--- config.mk ---
export PLATFORM = sky130hd
export DESIGN_NAME = exception_unit
export DESIGN_NICKNAME = d
export VERILOG_FILES = /design/src/rtl/exception_unit.sv
export SDC_FILE = /design/constraint.sdc
export NUM_CORES = 1
export LEC_CHECK = 0
export CORE_UTILIZATION = 30
export DETAILED_ROUTE_END_ITERATION = 16
export GPL_ROUTABILITY_DRIVEN = 0
export PLACE_DENSITY = 0.66
export SETUP_SLACK_MARGIN = 0.05
export SLEW_MARGIN = 40
export SYNTH_ARGS = -nofsm -noshare
export SYNTH_HDL_FRONTEND = slang
export SYNTH_SLANG_ARGS = --single-unit
--- constraint.sdc ---
create_clock -name clk -period 4.4 [get_ports clk]
set_input_delay 0.88 -clock clk [delete_from_list [all_inputs] [get_ports clk]]
set_output_delay 0.88 -clock clk [all_outputs]
set_load 0.01 [all_outputs]
--- src/rtl/exception_unit.sv ---
// -----------------------------------------------------------------------------
// exception_unit
//
// Handles the decoder's exception and RTI strobes. An accepted request saves
// the return PC in epc (exception only), sends a held PC-redirect request to
// fetch, and pulses flush for one cycle to squash younger instructions. The
// unit also tracks whether the core is running inside the exception handler.
// If an exception arrives while the handler is already running, the unit
// raises a sticky double_fault and enters a terminal state that only reset
// clears.
//
// Handshake (redirect side): redirect_valid rises on the edge that accepts a
// request. redirect_pc is stable while redirect_valid=1. The transfer completes
// on the first rising edge that sees redirect_valid=1 and redirect_ack=1, and
// redirect_valid is 0 after that edge. redirect_ack has no effect while
// redirect_valid=0. In FAULT the redirect is never released, so fetch keeps
// spinning at the handler address.
//
// Ports:
//   clk, rst_n        clock (rising edge), asynchronous active-low reset
//   req_valid, stall  decode holds an instruction / decode is stalled
//   exception, rti    decoder strobes; exception wins when both are high
//   pc_next           PC+2 of the requesting instruction
//   redirect_ack      fetch accepted the redirect this cycle
//   redirect_valid    redirect request pending
//   redirect_pc       redirect target
//   flush             one-cycle squash pulse
//   epc               saved return PC
//   in_handler        core is executing the handler
//   double_fault      sticky: exception raised while in_handler
//   exc_count         accepted exceptions, saturating
//   fsm_state         FSM state for observation (0 IDLE, 1 REDIRECT, 2 FAULT)
// -----------------------------------------------------------------------------
module exception_unit #(
    parameter logic [15:0] HANDLER_ADDR = 16'h0002,
    parameter int          CNT_W        = 8
) (
    input  logic             clk,
    input  logic             rst_n,
    input  logic             req_valid,
    input  logic             stall,
    input  logic             exception,
    input  logic             rti,
    input  logic [15:0]      pc_next,
    input  logic             redirect_ack,
    output logic             redirect_valid,
    output logic [15:0]      redirect_pc,
    output logic             flush,
    output logic [15:0]      epc,
    output logic             in_handler,
    output logic             double_fault,
    output logic [CNT_W-1:0] exc_count,
    output logic [1:0]       fsm_state
);

    typedef enum logic [1:0] {
        IDLE     = 2'd0,
        REDIRECT = 2'd1,
        FAULT    = 2'd2
    } state_t;

    state_t state_q, state_d;

    logic             redirect_valid_d;
    logic [15:0]      redirect_pc_d;
    logic             flush_d;
    logic [15:0]      epc_d;
    logic             in_handler_d;
    logic             double_fault_d;
    logic [CNT_W-1:0] exc_count_d;

    logic sample;
    logic take_fault;
    logic take_exc;
    logic take_rti;

    // Nothing is sampled while decode is stalled.
    assign sample = req_valid & ~stall;

    // A nested exception is honoured in REDIRECT as well as IDLE: decode is
    // being flushed, but a fault inside the handler must never be lost.
    assign take_fault = sample & exception & in_handler & (state_q != FAULT);
    assign take_exc   = sample & exception & ~in_handler & (state_q == IDLE);
    assign take_rti   = sample & rti & ~exception & (state_q == IDLE);

    always_comb begin
        state_d          = state_q;
        redirect_valid_d = redirect_valid;
        redirect_pc_d    = redirect_pc;
        flush_d          = 1'b0;
        epc_d            = epc;
        in_handler_d     = in_handler;
        double_fault_d   = double_fault;
        exc_count_d      = exc_count;

        if (take_fault) begin
            // epc and exc_count stay untouched so the first fault's context
            // survives for post-mortem.
            state_d          = FAULT;
            double_fault_d   = 1'b1;
            redirect_valid_d = 1'b1;
            redirect_pc_d    = HANDLER_ADDR;
            flush_d          = 1'b1;
        end else begin
            case (state_q)
                IDLE: begin
                    if (take_exc) begin
                        state_d          = REDIRECT;
                        redirect_valid_d = 1'b1;
                        redirect_pc_d    = HANDLER_ADDR;
                        flush_d          = 1'b1;
                        epc_d            = pc_next;
                        in_handler_d     = 1'b1;
                        if (exc_count != {CNT_W{1'b1}}) begin
                            exc_count_d = exc_count + CNT_W'(1);
                        end
                    end else if (take_rti) begin
                        // Honoured even outside the handler: returns to
                        // whatever epc currently holds.
                        state_d          = REDIRECT;
                        redirect_valid_d = 1'b1;
                        redirect_pc_d    = epc;
                        flush_d          = 1'b1;
                        in_handler_d     = 1'b0;
                    end
                end
                REDIRECT: begin
                    if (redirect_ack) begin
                        state_d          = IDLE;
                        redirect_valid_d = 1'b0;
                    end
                end
                FAULT: begin
                    // Terminal: the redirect stays asserted until reset.
                end
                default: begin
                    state_d = IDLE;
                end
            endcase
        end
    end

    always_ff @(posedge clk or negedge rst_n) begin
        if (!rst_n) begin
            state_q        <= IDLE;
            redirect_valid <= 1'b0;
            redirect_pc    <= 16'h0000;
            flush          <= 1'b0;
            epc            <= 16'h0000;
            in_handler     <= 1'b0;
            double_fault   <= 1'b0;
            exc_count      <= '0;
        end else begin
            state_q        <= state_d;
            redirect_valid <= redirect_valid_d;
            redirect_pc    <= redirect_pc_d;
            flush          <= flush_d;
            epc            <= epc_d;
            in_handler     <= in_handler_d;
            double_fault   <= double_fault_d;
            exc_count      <= exc_count_d;
        end
    end

    assign fsm_state = state_q;

endmodule

=== Word level (Yosys, flattened, before mapping) ===
Cells that the tools add are included.
Widths: inputs -> output; s select.

* Register bits: 46
* Input bits: 23
* Logic and storage cells: 60

* $add $sub $neg: 1
* Equality and inequality tests: 7
* Muxes and demuxes: 20
* Bitwise gates (word level): 13
* Reductions and logical operators: 11

{| class="wikitable"
|+ Operator list
! operator !! number
|-
| $mux 16 || 4
|-
| $reduce_and 3->1 || 4
|-
| $mux 1 || 10
|-
| $and 1x1->1 || 9
|-
| $add 8x1->8 const B || 1
|-
| $mux 2 || 4
|-
| $ne 8x8->1 const B || 1
|-
| $pmux 2 s3 || 1
|-
| $reduce_bool 3->1 || 2
|-
| $ne 2x2->1 const B || 2
|-
| $ne 4x4->1 const B || 1
|-
| $not 1->1 || 4
|-
| $reduce_and 4->1 || 1
|-
| $reduce_bool 2->1 || 2
|-
| $ne 3x3->1 const B || 1
|-
| $eq 2x1->1 const B || 1
|-
| $eq 2x2->1 const B || 1
|-
| $logic_not 2->1 || 1
|-
| $pmux 1 s2 || 1
|-
| $reduce_and 2->1 || 1
|}

=== Longest topological paths before layout ===
* Word-level depth: 9
* Mapped depth: 5
* Mapped depth without buffers: 5

=== Worst setup path before layout ===
OpenSTA, ideal clock, no wires.

* Path type: input to register
* Start point: in stall
* End point: reg exc_count[1]
* Library setup time: 0.127 ns
* Data arrival time: 1.835 ns
* Setup slack: 2.438 ns
* Stages: 4
* Cell sequence: nand3b_1 > nor4_4 > o21a_1 > mux2_1

* Longest elaborated chain between the ends: 7
* Elaborated cells between the ends (all ways): 9
* Classes of those cells: bitwise: 8; reduce/logical: 1

{| class="wikitable"
|+ RTL lines
! what !! RTL line !! RTL
|-
| from (decl) || 41 || <nowiki>input logic stall,</nowiki>
|-
| $not 1->1 (*) || 78 || <nowiki>assign sample = req_valid & ~stall;</nowiki>
|-
| $and 1x1->1 (*) || 78 ||
|-
| $and 1x1->1 (*) || 82, 83 ||
|-
| $and 1x1->1 (2 in series) || 82 || <nowiki>assign take_fault = sample & exception & in_handler & (state_q != FAULT);</nowiki>
|-
| $not 1->1 (no line) || n/a ||
|-
| $reduce_and 4->1 (no line) (*) || n/a ||
|-
| to (signal assigned) || 161 || <nowiki>exc_count <= exc_count_d;</nowiki>
|-
| to (decl) || 52 || <nowiki>output logic [CNT_W-1:0] exc_count,</nowiki>
|}

Mark *: on every way between the ends. The rest lies on a longest branch, timed or not.
A chain may end at the register's enable or synchronous reset.

=== Worst setup path in the final report ===
* Start point: in exception
* End point: reg epc[9]

* Longest elaborated chain between the ends: 5
* Elaborated cells between the ends (all ways): 7
* Classes of those cells: bitwise: 6; reduce/logical: 1

{| class="wikitable"
|+ RTL lines
! what !! RTL line !! RTL
|-
| from (decl) || 42 || <nowiki>input logic exception,</nowiki>
|-
| $and 1x1->1 (*) || 82, 83 ||
|-
| $and 1x1->1 (2 in series) || 82 ||
|-
| $not 1->1 (no line) || n/a ||
|-
| $reduce_and 3->1 (no line) (*) || n/a ||
|-
| to (signal assigned) || 158 || <nowiki>epc <= epc_d;</nowiki>
|-
| to (decl) || 49 || <nowiki>output logic [15:0] epc,</nowiki>
|}

Marked as above.

==> impl_metrics.yaml <==
run_status:
  status: "completed"
placement:
  placed_cell_area_um2: 2634
  number_of_input_and_output_port_buffers_inserted: 68
  detailedPlace.worstSlack_ps: 1369
  detailedPlacementHpwl_um: 2959
hold_path:
  hold-path-endpoint: "double_fault$_DFFE_PN0P_"
  min_path_cells: 1
  worstHoldPathType: "flip-flop to flip-flop"
  worstHoldStart: "double_fault$_DFFE_PN0P_"
timing:
  clock_skew_ps: 7.858
  timing.final.hold_violations: 0
  slew-limit-headroom: 0.4928
  tightest_slew_ps: 760.0
  grt_setup_unrepaired: "false"
  final_min_period_over_clock_period: 0.6141
  timing.setup.tns_ps: 0
  achievable_clock_frequency_mhz: 370.1
  worst_case_setup_margin_in_the_final_layout_ps: 1698
  finalCriticalPeriod_ps: 2702
  final-setup-viol-count: 0
  final_max_slew_viol_count: 0
worst_setup_path:
  path_delay_family: "buffers and inverters"
  cp_num_buf_inv: 2
  critical_path.slowest_cell: "sky130_fd_sc_hd__clkdlybuf4s50_1"
  critPathCaptureType: "flip-flop"
  crit_chain: "clkdlybuf4s50_1 > nand3b_1 > nor4_4 > buf_4 > mux2_2"
  path_max_fanout: 12
  regToRegEndpoint: "epc[9]$_DFFE_PN0P_"
  arrival_time_worst_endpoint_ps: 2890
  required_ps: 4580
  critPathKind: "primary input to flip-flop"
  startpoint_type: "primary input"
  regToRegStartpoint: "fsm_state[1]$_DFFE_PN0P_"
  worst_r2r_path_depth: 3
  cpPeakStageDelay_ps: 610
  timing.reg2reg.setup_slack_ps: 2480
yosys:
  syn-cell-area_um2: 1889
  compound_gate_portion_of_the_synthesized_area: 0.1278
  synth_sequential_area_ratio: 0.6093
  ys_warn_count: 0
  synth_area_per_cell_um2: 13.89
  synth.ff_latch_count: 46
  area_share_of_and_or_nand_nor_cells_after_synthesis: 0.1093
  synthAdderAreaFrac: 0.006623
  netlist.top_cell.by_area: "sky130_fd_sc_hd__dfrtp_1"
  synth.top_cell.area_share: 0.6093
  yosys.cell_types.count: 33
  post_synth_xor_area_fraction: 0.009272
  synth_fp_nets: 160
  synthMuxAreaShare: 0.1152
  synth_top_family_by_area: "compound AO/OA/AOI/OAI gates"
  synth.top_cells.by_area: "sky130_fd_sc_hd__dfrtp_1, sky130_fd_sc_hd__a22o_1, sky130_fd_sc_hd__mux2_2, sky130_fd_sc_hd__mux2_1, sky130_fd_sc_hd__nand2_1"
  synthCells: 136
cells_and_area:
  filler_cell_count: 546
  area_of_combinational_cells_with_multiple_inputs_um2: 695.7
  finalInstanceArea_um2: 2720
  final_layout_size_suffix_gt1_frac: 0.1292
  final_core_util: 0.4541
  fin_nets: 232
  antenna_cells_inserted: 0
  synthToLayoutAreaGrowth_pct: 43.97
  regArea_um2: 1151
power_and_ir_drop:
  max-vdd-ir-drop_mv: 0.2549
  power_density_nw_per_um2: 604.2
  p_leak_uw: 0.001184
  fin_total_pwr_uw: 1644
route:
  detail_route.wirelength_um: 4322
  routedWlPerCell_um: 15.22
  routed_via_density: 4.986
  drtIter0Drc: 55
  drt.antenna.violating_nets: 0
  drt_pre_antenna_iters: 4
  via_count: 1416
  drt_drc_violations_left: 0
floorplan:
  rows: 28
  height_of_the_chip_um: 81.36
  coreArea_um2: 5991
  io_pins: 69
  die_w_um: 81.36
  start_util: 0.3154
  design.die.area_um2: 6619
grt:
  globalRouteOverflowTotal: 0
  maximum_number_of_pins_on_one_net_before_global_route_repair: 47
  grt_first_pass_wirelength_um: 6817
  grt_pass1_vias: 1324
  gr-usage-all-layers: 0.1411
  antenna_found_initial: 0
clock_network:
  h-tree-depth: 2
  cts.reportedPaths.clkPinSlew_ps: 90
  clockBufferDepth: 2
  cts_inserted_buffers: 5
  post_cts_repair_resize_count: 0
  cts_tree: "built"
  postCtsSetupRepairBufs: 0
  sink_count_of_the_clock_tree: 46
  insertion_delay_ps: 300
  ctsHoldBuffers: 0
  cts-root-buf: "sky130_fd_sc_hd__clkbuf_8"
job:
  max_cap_viol_count: 0
-- synth_stat cells --
master and count:
sky130_fd_sc_hd__dfrtp_1 46, sky130_fd_sc_hd__a22o_1 16, sky130_fd_sc_hd__mux2_2 12, sky130_fd_sc_hd__nand2_1 9, sky130_fd_sc_hd__mux2_1 6, sky130_fd_sc_hd__nor2_1 4, sky130_fd_sc_hd__a31oi_1 3, sky130_fd_sc_hd__nand3_1 3
sky130_fd_sc_hd__nor2b_1 3, sky130_fd_sc_hd__o21ai_0 3, sky130_fd_sc_hd__a21o_1 2, sky130_fd_sc_hd__a21oi_1 2, sky130_fd_sc_hd__a41oi_1 2, sky130_fd_sc_hd__and3_1 2, sky130_fd_sc_hd__buf_6 2, sky130_fd_sc_hd__inv_1 2
sky130_fd_sc_hd__nand2b_1 2, sky130_fd_sc_hd__xor2_1 2, sky130_fd_sc_hd__a21boi_0 1, sky130_fd_sc_hd__and4_1 1, sky130_fd_sc_hd__and4_4 1, sky130_fd_sc_hd__buf_2 1, sky130_fd_sc_hd__buf_4 1, sky130_fd_sc_hd__ha_1 1
sky130_fd_sc_hd__mux2_4 1, sky130_fd_sc_hd__nand3b_1 1, sky130_fd_sc_hd__nand4_2 1, sky130_fd_sc_hd__nor2_2 1, sky130_fd_sc_hd__nor4_4 1, sky130_fd_sc_hd__nor4b_4 1, sky130_fd_sc_hd__o21a_1 1, sky130_fd_sc_hd__o32a_1 1
sky130_fd_sc_hd__or2b_1 1
-- metrics by stage --
step / hold WS [ps] / instances
after floorplan: 504.1 / 136
after global placement: 452.3 / 276
after detailed placement: 462.5 / 276
after CTS: 483.1 / 284
after global routing: 496.2 / 284
final: 478.2 / 284
-- cell usage in the layout (no fill, tap or decap), types with 3 or more instances in the layout --
master / count
sky130_fd_sc_hd__nand3_1: 3
sky130_fd_sc_hd__nor2b_1: 3
sky130_fd_sc_hd__clkdlybuf4s50_1: 67
sky130_fd_sc_hd__mux2_1: 6
sky130_fd_sc_hd__clkbuf_8: 5
sky130_fd_sc_hd__mux2_2: 12
sky130_fd_sc_hd__a31oi_1: 3
sky130_fd_sc_hd__dfrtp_1: 46
sky130_fd_sc_hd__nor2_1: 4
sky130_fd_sc_hd__o21ai_0: 3
sky130_fd_sc_hd__nand2_1: 9
sky130_fd_sc_hd__a22o_1: 16
-- worst register-to-register path: stages (launching register included) --
cell,delay [ps]
sky130_fd_sc_hd__dfrtp_1,500
sky130_fd_sc_hd__nor4_4,630
sky130_fd_sc_hd__buf_4,330
sky130_fd_sc_hd__mux2_2,350
-- cell families after synthesis --
kind of cell / count (synthesis)
flip-flops: 46
AO/OA/AOI/OAI: 31
AND/OR/NAND/NOR: 31
multiplexers: 19
buffers and inverters: 6
XOR/XNOR: 2
adder cells (fa/ha/maj): 1
-- flip-flops by register name, indices dropped and copies added, names as in the netlist --
register        count
double_fault        1
epc                16
exc_count           8
flush               1
fsm_state           2
in_handler          1
redirect_pc        16
redirect_valid      1
-- power by group --
part / internal [uW] / total (uW) / switching, uW / leakage (uW)
clock network: 112 / 255 / 143 / 0.0000452
registers: 584 / 733 / 149 / 0.000589
logic: 419 / 656 / 237 / 0.000550
-- area by class of cell --
type	count	share of cell area
Clock buffer	6	0.02668
Clock inverter	2	0.005060
Inverter	2	0.002760
Multi-Input combinational cell	84	0.2557
Sequential cell	46	0.4232
Tap cell	75	0.03450
Timing Repair Buffer	69	0.2521
-- how the worst max path moves through the flow --
stage | start | end | cells after the start
detailed placement | exception | epc[4]$_DFFE_PN0P_ | 5
CTS | exception | epc[4]$_DFFE_PN0P_ | 5
finish | exception | epc[9]$_DFFE_PN0P_ | 5
floorplan | stall | exc_count[1]$_DFFE_PN0P_ | 4
global route | exception | epc[4]$_DFFE_PN0P_ | 5
global placement | exception | epc[1]$_DFFE_PN0P_ | 5
-- metal layers --
layer | global-route usage | vias up | part of all wire
li1 | - | 644 | -
met1 | 0.1819 | 716 | 0.44
met2 | 0.2192 | 52 | 0.48
met3 | 0.05169 | 4 | 0.073
met4 | 0.04286 | 0 | 0.0083
met5 | 0 | - | 0
Power figures use the tool's default switching activity.
